## src/rtl/tmds_lane_encoder.sv

```systemverilog
// Multi-lane TMDS / TERC4 symbol encoder: three registered stages per lane on PIXEL_CLK.
// Streaming datapath with no handshake: one symbol per lane per cycle, fixed 3-cycle latency.
module tmds_lane_encoder #(
  parameter int NUM_CH           = 3,
  parameter bit CLR_DISP_ON_CTRL = 1'b1
) (
  input  logic                 PIXEL_CLK,
  input  logic                 RESET,
  input  logic [2:0]           MODE,
  input  logic [8*NUM_CH-1:0]  DATA,
  input  logic [2*NUM_CH-1:0]  CTRL,
  input  logic [4*NUM_CH-1:0]  AUX,
  output logic [10*NUM_CH-1:0] TMDS_DATA,
  output logic [NUM_CH-1:0]    DISP_ERR
);
  typedef enum logic [2:0] {
    MODE_CTRL  = 3'd0,
    MODE_VIDEO = 3'd1,
    MODE_VGB   = 3'd2,
    MODE_DATA  = 3'd3,
    MODE_DGB   = 3'd4
  } mode_e;

  localparam logic [9:0] TOK_C00 = 10'b1101010100;
  localparam logic [9:0] GB_EVEN = 10'b0011001101;
  localparam logic [9:0] GB_ODD  = 10'b1100110010;

  function automatic logic [9:0] ctrl_token(input logic [1:0] c);
    case (c)
      2'b00:   return 10'b1101010100;
      2'b01:   return 10'b0010101011;
      2'b10:   return 10'b0101010100;
      default: return 10'b1010101011;
    endcase
  endfunction

  // Stored already bit-reversed so that table bit q[0] sits in bit 0.
  function automatic logic [9:0] terc4(input logic [3:0] a);
    case (a)
      4'h0:    return 10'b0011100101;
      4'h1:    return 10'b1100011001;
      4'h2:    return 10'b0010011101;
      4'h3:    return 10'b0100011101;
      4'h4:    return 10'b1000111010;
      4'h5:    return 10'b0111100010;
      4'h6:    return 10'b0111000110;
      4'h7:    return 10'b0011110010;
      4'h8:    return 10'b0011001101;
      4'h9:    return 10'b1001110010;
      4'hA:    return 10'b0011100110;
      4'hB:    return 10'b0110001101;
      4'hC:    return 10'b0111000101;
      4'hD:    return 10'b1000111001;
      4'hE:    return 10'b1100011010;
      default: return 10'b1100001101;
    endcase
  endfunction

  mode_e mode_in, s1_mode, s2_mode;

  always_comb begin
    case (MODE)
      3'd1:    mode_in = MODE_VIDEO;
      3'd2:    mode_in = MODE_VGB;
      3'd3:    mode_in = MODE_DATA;
      3'd4:    mode_in = MODE_DGB;
      default: mode_in = MODE_CTRL;
    endcase
  end

  always_ff @(posedge PIXEL_CLK) begin
    if (RESET) begin
      s1_mode <= MODE_CTRL;
      s2_mode <= MODE_CTRL;
    end else begin
      s1_mode <= mode_in;
      s2_mode <= s1_mode;
    end
  end

  for (genvar i = 0; i < NUM_CH; i++) begin : g_lane
    localparam bit ODD = (i % 2) == 1;

    logic [7:0]        d_in;
    logic [3:0]        n_d;
    logic              use_xnor;
    logic [7:0]        s1_d;
    logic              s1_xnor;
    logic [1:0]        s1_c, s2_c;
    logic [3:0]        s1_a, s2_a;
    logic [8:0]        qm, s2_qm;
    logic [3:0]        qm_n1, s2_n1;
    logic signed [4:0] cnt_q, cnt_nxt, diff;
    logic [9:0]        sym, tmds_q;
    logic              q8, disp_oor, err_q;

    assign d_in = DATA[8*i +: 8];

    always_comb begin
      n_d = '0;
      for (int k = 0; k < 8; k++) n_d = n_d + {3'b000, d_in[k]};
      use_xnor = (n_d > 4'd4) || ((n_d == 4'd4) && !d_in[0]);
    end

    always_comb begin
      qm    = '0;
      qm[0] = s1_d[0];
      for (int k = 1; k < 8; k++)
        qm[k] = s1_xnor ? ~(qm[k-1] ^ s1_d[k]) : (qm[k-1] ^ s1_d[k]);
      qm[8] = ~s1_xnor;
      qm_n1 = '0;
      for (int k = 0; k < 8; k++) qm_n1 = qm_n1 + {3'b000, qm[k]};
    end

    // Disparity math is modulo-32, matching the 5-bit two's complement counter.
    always_comb begin
      q8      = s2_qm[8];
      diff    = $signed({s2_n1, 1'b0}) - 5'sd8;
      cnt_nxt = cnt_q;
      sym     = TOK_C00;
      case (s2_mode)
        MODE_VIDEO: begin
          if ((cnt_q == 5'sd0) || (s2_n1 == 4'd4)) begin
            sym     = {~q8, q8, q8 ? s2_qm[7:0] : ~s2_qm[7:0]};
            cnt_nxt = q8 ? (cnt_q + diff) : (cnt_q - diff);
          end else if ((!cnt_q[4] && (s2_n1 > 4'd4)) || (cnt_q[4] && (s2_n1 < 4'd4))) begin
            sym     = {1'b1, q8, ~s2_qm[7:0]};
            cnt_nxt = cnt_q + (q8 ? 5'sd2 : 5'sd0) - diff;
          end else begin
            sym     = {1'b0, q8, s2_qm[7:0]};
            cnt_nxt = cnt_q - (q8 ? 5'sd0 : 5'sd2) + diff;
          end
        end
        MODE_VGB:  sym = ODD ? GB_ODD : GB_EVEN;
        MODE_DATA: sym = terc4(s2_a);
        MODE_DGB:  sym = (i == 0) ? terc4({2'b11, s2_c}) : GB_ODD;
        default:   sym = ctrl_token(s2_c);
      endcase
      if ((s2_mode != MODE_VIDEO) && CLR_DISP_ON_CTRL) cnt_nxt = '0;
      disp_oor = (cnt_nxt > 5'sd8) || (cnt_nxt < -5'sd8);
    end

    always_ff @(posedge PIXEL_CLK) begin
      if (RESET) begin
        s1_d    <= '0;
        s1_xnor <= 1'b0;
        s1_c    <= '0;
        s1_a    <= '0;
        s2_qm   <= '0;
        s2_n1   <= '0;
        s2_c    <= '0;
        s2_a    <= '0;
        cnt_q   <= '0;
        tmds_q  <= TOK_C00;
        err_q   <= 1'b0;
      end else begin
        s1_d    <= d_in;
        s1_xnor <= use_xnor;
        s1_c    <= CTRL[2*i +: 2];
        s1_a    <= AUX[4*i +: 4];
        s2_qm   <= qm;
        s2_n1   <= qm_n1;
        s2_c    <= s1_c;
        s2_a    <= s1_a;
        cnt_q   <= cnt_nxt;
        tmds_q  <= sym;
        err_q   <= err_q | disp_oor;
      end
    end

    assign TMDS_DATA[10*i +: 10] = tmds_q;
    assign DISP_ERR[i]           = err_q;
  end

endmodule
```

## config.mk

```make
export PLATFORM = sky130hd
export DESIGN_NAME = tmds_lane_encoder
export DESIGN_NICKNAME = d
export VERILOG_FILES = /design/src/rtl/tmds_lane_encoder.sv
export SDC_FILE = /design/constraint.sdc
export NUM_CORES = 1
export LEC_CHECK = 0
export ABC_AREA = 1
export CAP_MARGIN = 10
export CORE_ASPECT_RATIO = 2
export CORE_MARGIN = 2
export CORE_UTILIZATION = 59
export CTS_CLUSTER_SIZE = 12
export DETAILED_ROUTE_END_ITERATION = 12
export PLACE_DENSITY = 0.87
export RECOVER_POWER = 25
export SLEW_MARGIN = 10
export SYNTH_ARGS = -nofsm -noshare
export SYNTH_HDL_FRONTEND = slang
export SYNTH_SLANG_ARGS = --single-unit
```

## constraint.sdc

```tcl
create_clock -name PIXEL_CLK -period 4.3 [get_ports PIXEL_CLK]
set_input_delay 0.86 -clock PIXEL_CLK [delete_from_list [all_inputs] [get_ports PIXEL_CLK]]
set_output_delay 0.86 -clock PIXEL_CLK [all_outputs]
set_load 0.02 [all_outputs]
```

==> summary.md <==
| Metric | Value |
|---|---|
| CP Class | flop to flop |
| Fin crit share | about 87% |
| Mapped cell area | 0.0103 mm^2 |
| CTS tree | built |
| Final HPWL DP | between 15000 and 20000 um |
| Layout cells sized above 1 | 5.85% |
| Core area | roughly 0.017 mm^2 |
| Htree depth | 4 |
| Setup TNS | 0 ns |
| Layout area overhead | 14.3% |
| Worst hold stages | 2 |
| Hold wc startpoint | g_lane[2].s1_c[1]$_SDFF_PP0_ |
| RR Startpoint | g_lane[2].s1_d[0]$_SDFF_PP0_ |
| Clk buf depth | 2 |
| Die X | a little under 100 um |
| Worst Setup Start Kind | flop |
| Clk pwr share | a little under a quarter |
| Rows | around 70 |
| Number of diodes | 0 |
| WL per Instance | between 10 and 15 um |
| Setup violators final | 0 |
| Max-slew violations | 0 |
| Die area | about 0.019 mm^2 |
| Clk root buf | clkbuf_16 |
| First-pass GRT wire length | 36900 um |
| Lkg Pwr | between 5 and 6 nW |
| Maxcap violations | 0 |
| Max-slew headroom | a little over an eighth |
| Synth Flop Type | dfxtp_1 |
| Achievable Freq | approximately 270 MHz |
| CP Cell Sequence | xor2_1, nand2_1, nand2_1, nand2_2, nand2_4, xor2_1, xor2_1, inv_1, fa_1, inv_1, fa_1, inv_1, ha_1, inv_1, fa_1, xor2_1, nor2_1 |
| RR Endpoint | g_lane[2].s2_n1[2]$_SDFF_PP0_ |
| Status | finished, final reports clean |
| Dpl cell area | roughly 0.011 mm^2 |
| Async SR Flop Fraction | 0% |
| CP Data Required Time | 4.59 ns |
| Final hold viol count | 0 |
| Port Buffers | between 70 and 80 |
| RSZ-0062 raised after global routing | no |
| PwrDens | 535 mW/mm^2 |
| Synth warnings | 0 |
| VDD IR max | around 0.00036 V |
| Hold WC Path Type | flop to flop |
| GRT Resource Usage Total | between 20% and 30% |
| Synth unique cells | 46 |
| Number of global-route vias before repair | around 8600 |
| Clk sinks | approximately 170 |
| Area leader, netlist | dfxtp_1 |
| Synth cell count leaders | inv_1 (258), nand2_1 (237), dfxtp_1 (174) |
| Sequential fraction of the synthesis area | 33.9% |
| Synth Register Bits | about 170 |
| Internal power | roughly 3.8 mW |
| Tightest Pin Transition | around 1.3 ns |
| CTS Hold Bufs | 0 |
| Antenna violations before repair | 0 |
| Worst path max stage delay | between 0.4 and 0.5 ns |
| Hold WS | approximately 0.4 ns |
| Post-CTS setup buffer count | 0 |
| Tot Pwr | ~6.3 mW |
| Worst EP arrival | 4.04 ns |
| Detail Route Antenna Nets | 0 |
| Die span in y | between 150 and 200 um |
| DR DRC count | 0 |
| Final GP Congestion | 0.934 |
| Nets | approximately 1600 |
| Worst setup EP type | flop |
| Post-synthesis net count | ~1500 |
| Most frequent cell after synthesis | inv_1 |
| Top-area cell type share of the netlist area | between 30% and 40% |
| Vias/cell | a little over 5 |
| Iter 0 DRT Violations | 581 |
| Final instance area | 0.0117 mm^2 |
| Clk pin slew, worst setup/hold paths | ~0.070 ns |
| Logic gate share of total power | 45.1% |
| Cells after synthesis | roughly 1300 |
| CP max FO | 5 |
| Worst R2R Path Depth | 17 |
| Fin crit period | ~3.8 ns |
| Hold Path End | g_lane[2].s2_c[1]$_SDFF_PP0_ |
| Worst-skew pair later-pin latency | roughly 0.43 ns |
| Final core utilization | around 70% |
| Grt ovf | 0 |
| Drt pass-1 iters | 8 |
| Via Count | ~8500 |
| Post-CTS Resized | 0 |
| Sw power | 2.50 mW |
| Drt total wl | 21900 um |
| Sw Ratio | 39.8% |
| Synth area leaders | dfxtp_1 (34%), ha_1 (12%), inv_1 (9.4%), nand2_1 (8.7%), fa_1 (7.6%) |
| Largest net degree at the start of global routing | 68 |
| Synth Area per Inst | between 7 and 8 um^2 |
| Post-synth EDFFs | 0 |
| Flop2flop setup slack | 0.55 ns |
| Total CTS buffers | 17 |
| Seq pwr share | between 30% and 40% |
| Slowest-stage cell, CP | dfxtp_1 |
| Clock Skew | ~0.013 ns |
| I/O pin count | 80 |
| Initial Util | about three fifths |
[critical path: cells and delay by family (launching register included)]
family                   cells  cell delay [ns]
AND/OR/NAND/NOR              5             0.52
XOR/XNOR                     4             0.86
adder cells (fa/ha/maj)      4             1.47
flip-flops                   1             0.48
buffers and inverters        4             0.27
[placed cells by master (no fill, tap or decap), types with 39 or more instances in the layout]
cell | Yosys | layout
inv_1 | 258 | 260
nand2_1 | 237 | 242
dfxtp_1 | 174 | 174
nor2_1 | 145 | 147
ha_1 | 95 | 95
nand3_1 | 79 | 79
clkdlybuf4s50_1 | 0 | 78
a21oi_1 | 57 | 58
o21ai_0 | 50 | 50
fa_1 | 39 | 39
[kinds of logic (layout without fill, tap and decap cells)]
family,Yosys count,in the layout,share of synthesized area [%]
AO/OA/AOI/OAI,155,155,8.58
XOR/XNOR,55,55,5.49
adder cells (fa/ha/maj),134,134,19.2
buffers and inverters,304,387,11.4
flip-flops,174,174,33.9
AND/OR/NAND/NOR,515,515,21.4
[routing by layer]
metal | GRT usage (%) | part of all wire [%] | up-vias
met1 | 22.2 | 34 | 3872
met4 | 14.6 | 4.9 | 0
met5 | 0 | 0 | -
met3 | 3.67 | 4.0 | 86
met2 | 49.3 | 57 | 268
li1 | - | - | 4244
[layout make-up]
| cell class | instances | area (um^2) |
|---|---|---|
| repair buffers | 83 | 818 |
| fillers | 1333 | 5450 |
| inverters | 272 | 1020 |
| well taps | 210 | 263 |
| flip-flops and latches | 174 | 3480 |
| clock buffers | 18 | 429 |
| clock inverters | 14 | 149 |
| multi-input cells | 859 | 5570 |
[stage by stage]
stage | cells | worst slack [ns]
after floorplan | 1337 | 0.904
after global placement | 1598 | 0.307
after detailed placement | 1598 | 0.204
after CTS | 1630 | 0.644
after global routing | 1630 | 0.265
final | 1630 | 0.549
[worst max-delay path by stage]
| stage | start | to | depth (start not counted) |
|---|---|---|---|
| 3_5_place_dp | DATA[0] | g_lane[0].s1_xnor$_SDFF_PP0_ | 12 |
| 3_3_place_gp | DATA[8] | g_lane[1].s1_xnor$_SDFF_PP0_ | 12 |
| 5_1_grt | g_lane[2].s1_d[0]$_SDFF_PP0_ | g_lane[2].s2_n1[2]$_SDFF_PP0_ | 18 |
| 4_1_cts | DATA[0] | g_lane[0].s1_xnor$_SDFF_PP0_ | 12 |
| 6_report | g_lane[2].s1_d[0]$_SDFF_PP0_ | g_lane[2].s2_n1[2]$_SDFF_PP0_ | 17 |
| 2_1_floorplan | DATA[8] | g_lane[1].s1_xnor$_SDFF_PP0_ | 11 |
[power by group through the flow]
stage	logic, mW	clock network, mW	registers, mW
2_1_floorplan	2.18	0	1.94
3_3_place_gp	2.69	0	1.96
3_5_place_dp	2.82	0	1.97
4_1_cts	2.85	1.52	1.93
5_1_grt	3.25	1.59	1.95
6_report	2.83	1.51	1.94
(Power assumes the default switching activity.)
==> patch 1, RTL diff (same flow settings) <==
Add an input register stage for `MODE`, `DATA`, `CTRL` and `AUX`, without a reset; this delays them by one clock.
--- a/src/rtl/tmds_lane_encoder.sv
+++ b/src/rtl/tmds_lane_encoder.sv
@@ -25,4 +25,16 @@
   localparam logic [9:0] GB_EVEN = 10'b0011001101;
   localparam logic [9:0] GB_ODD  = 10'b1100110010;
+
+  logic [2:0] MODE_q;
+  logic [8*NUM_CH-1:0] DATA_q;
+  logic [2*NUM_CH-1:0] CTRL_q;
+  logic [4*NUM_CH-1:0] AUX_q;
+
+  always_ff @(posedge PIXEL_CLK) begin
+    MODE_q <= MODE;
+    DATA_q <= DATA;
+    CTRL_q <= CTRL;
+    AUX_q  <= AUX;
+  end
 
   function automatic logic [9:0] ctrl_token(input logic [1:0] c);
@@ -60,5 +72,5 @@
 
   always_comb begin
-    case (MODE)
+    case (MODE_q)
       3'd1:    mode_in = MODE_VIDEO;
       3'd2:    mode_in = MODE_VGB;
@@ -95,5 +107,5 @@
     logic              q8, disp_oor, err_q;
 
-    assign d_in = DATA[8*i +: 8];
+    assign d_in = DATA_q[8*i +: 8];
 
     always_comb begin
@@ -157,6 +169,6 @@
         s1_d    <= d_in;
         s1_xnor <= use_xnor;
-        s1_c    <= CTRL[2*i +: 2];
-        s1_a    <= AUX[4*i +: 4];
+        s1_c    <= CTRL_q[2*i +: 2];
+        s1_a    <= AUX_q[4*i +: 4];
         s2_qm   <= qm;
         s2_n1   <= qm_n1;
Formal check against the unedited RTL: not equivalent (Yosys sat finds a counterexample within 4 cycles, from zero or initial values and one cycle with RESET high).
==> patch 1 against the original RTL <==
- critical endpoint is now g_lane[0].s2_n1[2]
- die area is 8.5% higher
- sequential cell count grew 45
- wire length rose by 5.1%
- sequential share of layout area grew 4.8 points
- cell area grew 8.5%
- combinational power up 5%
- total power up 13%
- first-iteration DRC count is 41% lower
- synthesized area increased by 8.8%
- worst setup slack better by 170 ps
- synthesized cell count grew 4.3%
- worst hold slack got worse by 4.7 ps
==> patch 1: results (changes against the original RTL) <==
[final_layout]
fin_cells=1691  ; +3.7%
seq_area_sq_mm=0.00438  ; +26%
drive_above_1_share=0.0550  ; -0.00342
n_fill_cell=1449  ; +8.7%
antenna_cells=0  ; unchanged

[worst_setup_path]
cp_slowest_cell=fa_1
critPathLaunchType=flop
cp_max_fo=4  ; -1
worst-r2r-cell-count=13  ; -4
cp_slowest_stage_delay_ps=510  ; +30 ps
timing.rr.start=g_lane[0].s1_d[0]
critPathTopFamily=adder cells

[worst_hold_path]
hp-class=reg2reg
min-delay-start=AUX_q[8]
hold_depth=2  ; unchanged

[placed_design]
portBuffers=79  ; unchanged
hpwl_um=17700  ; +5.6%
post_dp_cell_area_sq_mm=0.0121  ; +8.1%
gp_congestion=0.981  ; +5.0%
dp_slack_ps=762  ; +558 ps

[grt]
grt_pass1_wl_um=38800  ; +5.3%
antenna_found_initial=0  ; unchanged
grt_pass1_vias=8991  ; +4.9%
grt_max_degree=57  ; -16%
grt_usage=0.239  ; -0.00467

[clock_tree]
clk_pin_slew_ps=60
clkLatencyLatePin_ps=510  ; +80 ps
cts_root_buffer=clkbuf_16
post_cts.repair.setup_buffers=0  ; unchanged
cts-resized-gates=0  ; unchanged
htree_levels=1  ; -3
cts_made_buffers=22  ; +5
clockBufferDepth=3  ; +1

[drt]
vias=8792  ; +3.8%
drt-initial-drc-count=345  ; -41%
post_drt_wl_per_cell_um=13.6  ; +1.3%
drt_first_pass_iters=7  ; -1

[pwr]
power.share.clock=0.243  ; +0.003
ir_drop_mv=0.361  ; +0.36%
p_comb_mw=2.98  ; +5%
power_leakage_nw=6.21  ; +7.0%
p_seq_frac=0.336  ; +0.027
switchingPower_mw=2.64  ; +5.8%

[outcome]
status=completed

[logic_synthesis]
synth_area_per_cell_sq_um=8.02  ; +4.4%
synth.distinct_cells=48  ; +4.3%
yosysWarnings=0  ; unchanged
ys_top_cells_by_count=inv_1 (257), nand2_1 (242), dfxtp_1 (219)
syn_nets=1576  ; +3.8%
synth_seq_area_share=0.392  ; +0.0531
synthTopCellsByArea=dfxtp_1 (39%), ha_1 (11%), inv_1 (8.6%), nand2_1 (8.1%), fa_1 (6.8%)
synth_ff_type=dfxtp_1
async_flop_share=0  ; unchanged

[sta]
tightest_slew_ps=739  ; -557 ps
finClkSkew_ps=12.7  ; +0.0601 ps

## patch 1: cell types whose count changed after synthesis, moves of 3 or more
cell / unedited run / this run
buf_1: 13 / 6
buf_2: 10 / 17
dfxtp_1: 174 / 219
nand2_1: 237 / 242
nand3b_1: 7 / 4
nand4_1: 1 / 5
nor2_1: 145 / 152
o21ai_0: 50 / 58
or2_1: 5 / 1
## patch 1: worst paths after layout
path / endpoint / slack [ps]
max: g_lane[0].s2_n1[2] / 720
min: g_lane[2].s1_a[0] / 390
max reg2reg: g_lane[0].s2_n1[2] / 720
min reg2reg: g_lane[2].s1_a[0] / 390
## patch 1: area by class of cell
cell class                      instances  share of cell area
Sequential cell                       219               0.344
Multi-Input combinational cell        871               0.440
Timing Repair Buffer                   84              0.0649
Tap cell                              219              0.0215
Clock inverter                          2             0.00275
Clock buffer                           24              0.0463
Inverter                              272              0.0802
## patch 1: cells by family (layout without fill, tap and decap cells)
group | after synthesis | after routing | synth area share
XOR/XNOR | 52 | 52 | 0.0471
AND/OR/NAND/NOR | 523 | 523 | 0.198
adder cells (fa/ha/maj) | 135 | 135 | 0.177
AO/OA/AOI/OAI | 161 | 161 | 0.0796
flip-flops | 219 | 219 | 0.392
buffers and inverters | 304 | 382 | 0.106
## patch 1: worst register-to-register path, stage by stage (launching register included)
cell and delay [ps]:
dfxtp_1 440, xnor2_1 190, nand2_2 100, nand2_4 120, xor2_1 200, inv_1 80, fa_1 510, fa_1 440
fa_1 490, ha_1 160, inv_1 50, fa_1 390, o21ai_0 230, a21oi_1 70
## patch 1: metal layers
layer | track usage | up-vias | part of all wire
li1 | - | 4414 | -
met1 | 0.225 | 4012 | 0.34
met2 | 0.465 | 265 | 0.56
met3 | 0.0274 | 101 | 0.038
met4 | 0.157 | 0 | 0.063
met5 | 0 | - | 0
==> patch 2, RTL diff (same settings) <==
Made on the original files. Set the parameter `NUM_CH` to 6 (it was 3).
--- a/src/rtl/tmds_lane_encoder.sv
+++ b/src/rtl/tmds_lane_encoder.sv
@@ -2,5 +2,5 @@
 // Streaming datapath with no handshake: one symbol per lane per cycle, fixed 3-cycle latency.
 module tmds_lane_encoder #(
-  parameter int NUM_CH           = 3,
+  parameter int NUM_CH           = 6,
   parameter bit CLR_DISP_ON_CTRL = 1'b1
 ) (
Interface: changed (5 resized); port bits go from 80 to 155. The function was not compared with the original's and may differ.
==> patch 2 against the original RTL <==
- sequential cell count increased by 168
- global-route usage increased by 3.3 points
- non-clock buffer count increased by 77
- cell area increased by 95%
- synthesized area increased by 97%
- total power increased by 98%
- worst setup slack got worse by 110 ps
- wire length increased by 120%
- the run now ends with capacitance limit, slew limit left
- synthesized cell count increased by 99%
==> patch 2: results (changes against the original RTL) <==
[drt]
post_drt_wl_per_cell_um=15.2  ; +13%
routed_via_density=5.35  ; +3.0%
drt_first_pass_iters=6  ; -2
vias=17300  ; +100%
drt-initial-drc-count=884  ; +52%

[logic_synthesis]
async_flop_share=0  ; unchanged
synthTopCellsByArea=dfxtp_1 (34%), ha_1 (12%), inv_1 (9.4%), nand2_1 (9.1%), fa_1 (7.4%)
synth.distinct_cells=50  ; +8.7%
synthMostInstantiatedCell=inv_1
ys_top_cells_by_count=inv_1 (508), nand2_1 (490), dfxtp_1 (342)
yosysWarnings=0  ; unchanged
syn_nets=3022  ; +99%
synth_ff_type=dfxtp_1
synth_mux_area_frac=0  ; unchanged
synth_compound_area_frac=0.0855  ; -0.000220
synth_cells=2666  ; +99%
synth_seq_area_share=0.339  ; about the same
yosys.area_share.adder=0.193  ; +0.00165
synth-xor-area-share=0.0448  ; -0.0102

[outcome]
violations=capacitance limit, slew limit
status=finished with violations

[placed_design]
gp_congestion=0.945  ; +1.2%
post_dp_cell_area_sq_mm=0.0219  ; +96%
portBuffers=154  ; +95%
dp_slack_ps=165  ; -39.7 ps
dpl.cell_count=3192  ; +100%
hpwl_um=37300  ; +120%

[pwr]
ir_drop_mv=0.344  ; -4.4%
power_leakage_nw=11.4  ; +97%

[worst_setup_path]
cp_max_fo=45  ; +40
cp_slowest_stage_delay_ps=1650  ; +1170 ps
cp_slowest_cell=clkbuf_1
worst-r2r-cell-count=8  ; -9
arrival_ps=4240  ; +200 ps

[clock_tree]
cts_made_buffers=35  ; +18
htree_levels=2  ; -2
clockBufferDepth=3  ; +1
cts-resized-gates=0  ; unchanged
clk_pin_slew_ps=70  ; about the same
post_cts.repair.setup_buffers=0  ; unchanged
cts_root_buffer=clkbuf_16
clkLatencyLatePin_ps=530  ; +100 ps

[grt]
grt_max_degree=110  ; +62%
grt_pass1_vias=18100  ; +110%
grt_pass1_wl_um=80500  ; +120%
grt_usage=0.277  ; +0.0331
grt_overflow_total=0  ; unchanged
antenna_found_initial=0  ; unchanged

[worst_hold_path]
hold_depth=2  ; unchanged
hp-class=reg2reg

[job]
maxCapViolations=2  ; +2

[final_layout]
drive_above_1_share=0.0443  ; -0.0142
antenna_cells=0  ; unchanged
layout.nets=3149  ; +98%

[sta]
drv_slew=84  ; +84
tightest_slew_ps=2210  ; +914 ps
finClkSkew_ps=12.0  ; -0.613 ps

==> patch 2: layer usage <==
layer	part of all wire	vias up	global-route usage
li1	-	8409	-
met1	0.33	8028	0.244
met2	0.56	633	0.556
met3	0.043	247	0.0324
met4	0.072	0	0.197
met5	0	-	0
==> patch 2: final timing paths <==
path / slack (ps) / endpoint / startpoint
hold / removal: 400 / g_lane[2].s2_c[0] / g_lane[2].s1_c[0]
setup / recovery: 440 / g_lane[3].err_q / s2_mode[1]
setup reg to reg: 440 / g_lane[3].err_q / s2_mode[1]
hold reg to reg: 400 / g_lane[2].s2_c[0] / g_lane[2].s1_c[0]
==> patch 2: cell type report <==
type	instances	area (sq um)
Clock inverter	4	47.5
Tap cell	436	546
Multi-Input combinational cell	1723	10900
Clock buffer	40	937
Sequential cell	342	6850
Inverter	531	1990
Timing Repair Buffer	160	1580
Fill cell	2633	10700
==> patch 2: kinds of logic (layout without fill, tap and decap cells) <==
logic type	Yosys count	count (layout)
xor+xnor	98	98
buf+inv	601	735
fa+ha+maj	267	267
flops	342	342
simple gates	1054	1054
compound gates	304	304
==> patch 2: critical path: cells and delay by family (launching register included) <==
family,cells,cell delay (ps)
buffers and inverters,2,1720
AND/OR/NAND/NOR,5,1510
flip-flops,1,390
AO/OA/AOI/OAI,1,80
==> patch 2: power breakdown <==
part	total (mW)	internal (mW)	switching (mW)
sequential	3.81	3.56	0.253
clock	2.79	1.59	1.20
combinational	5.84	2.35	3.48
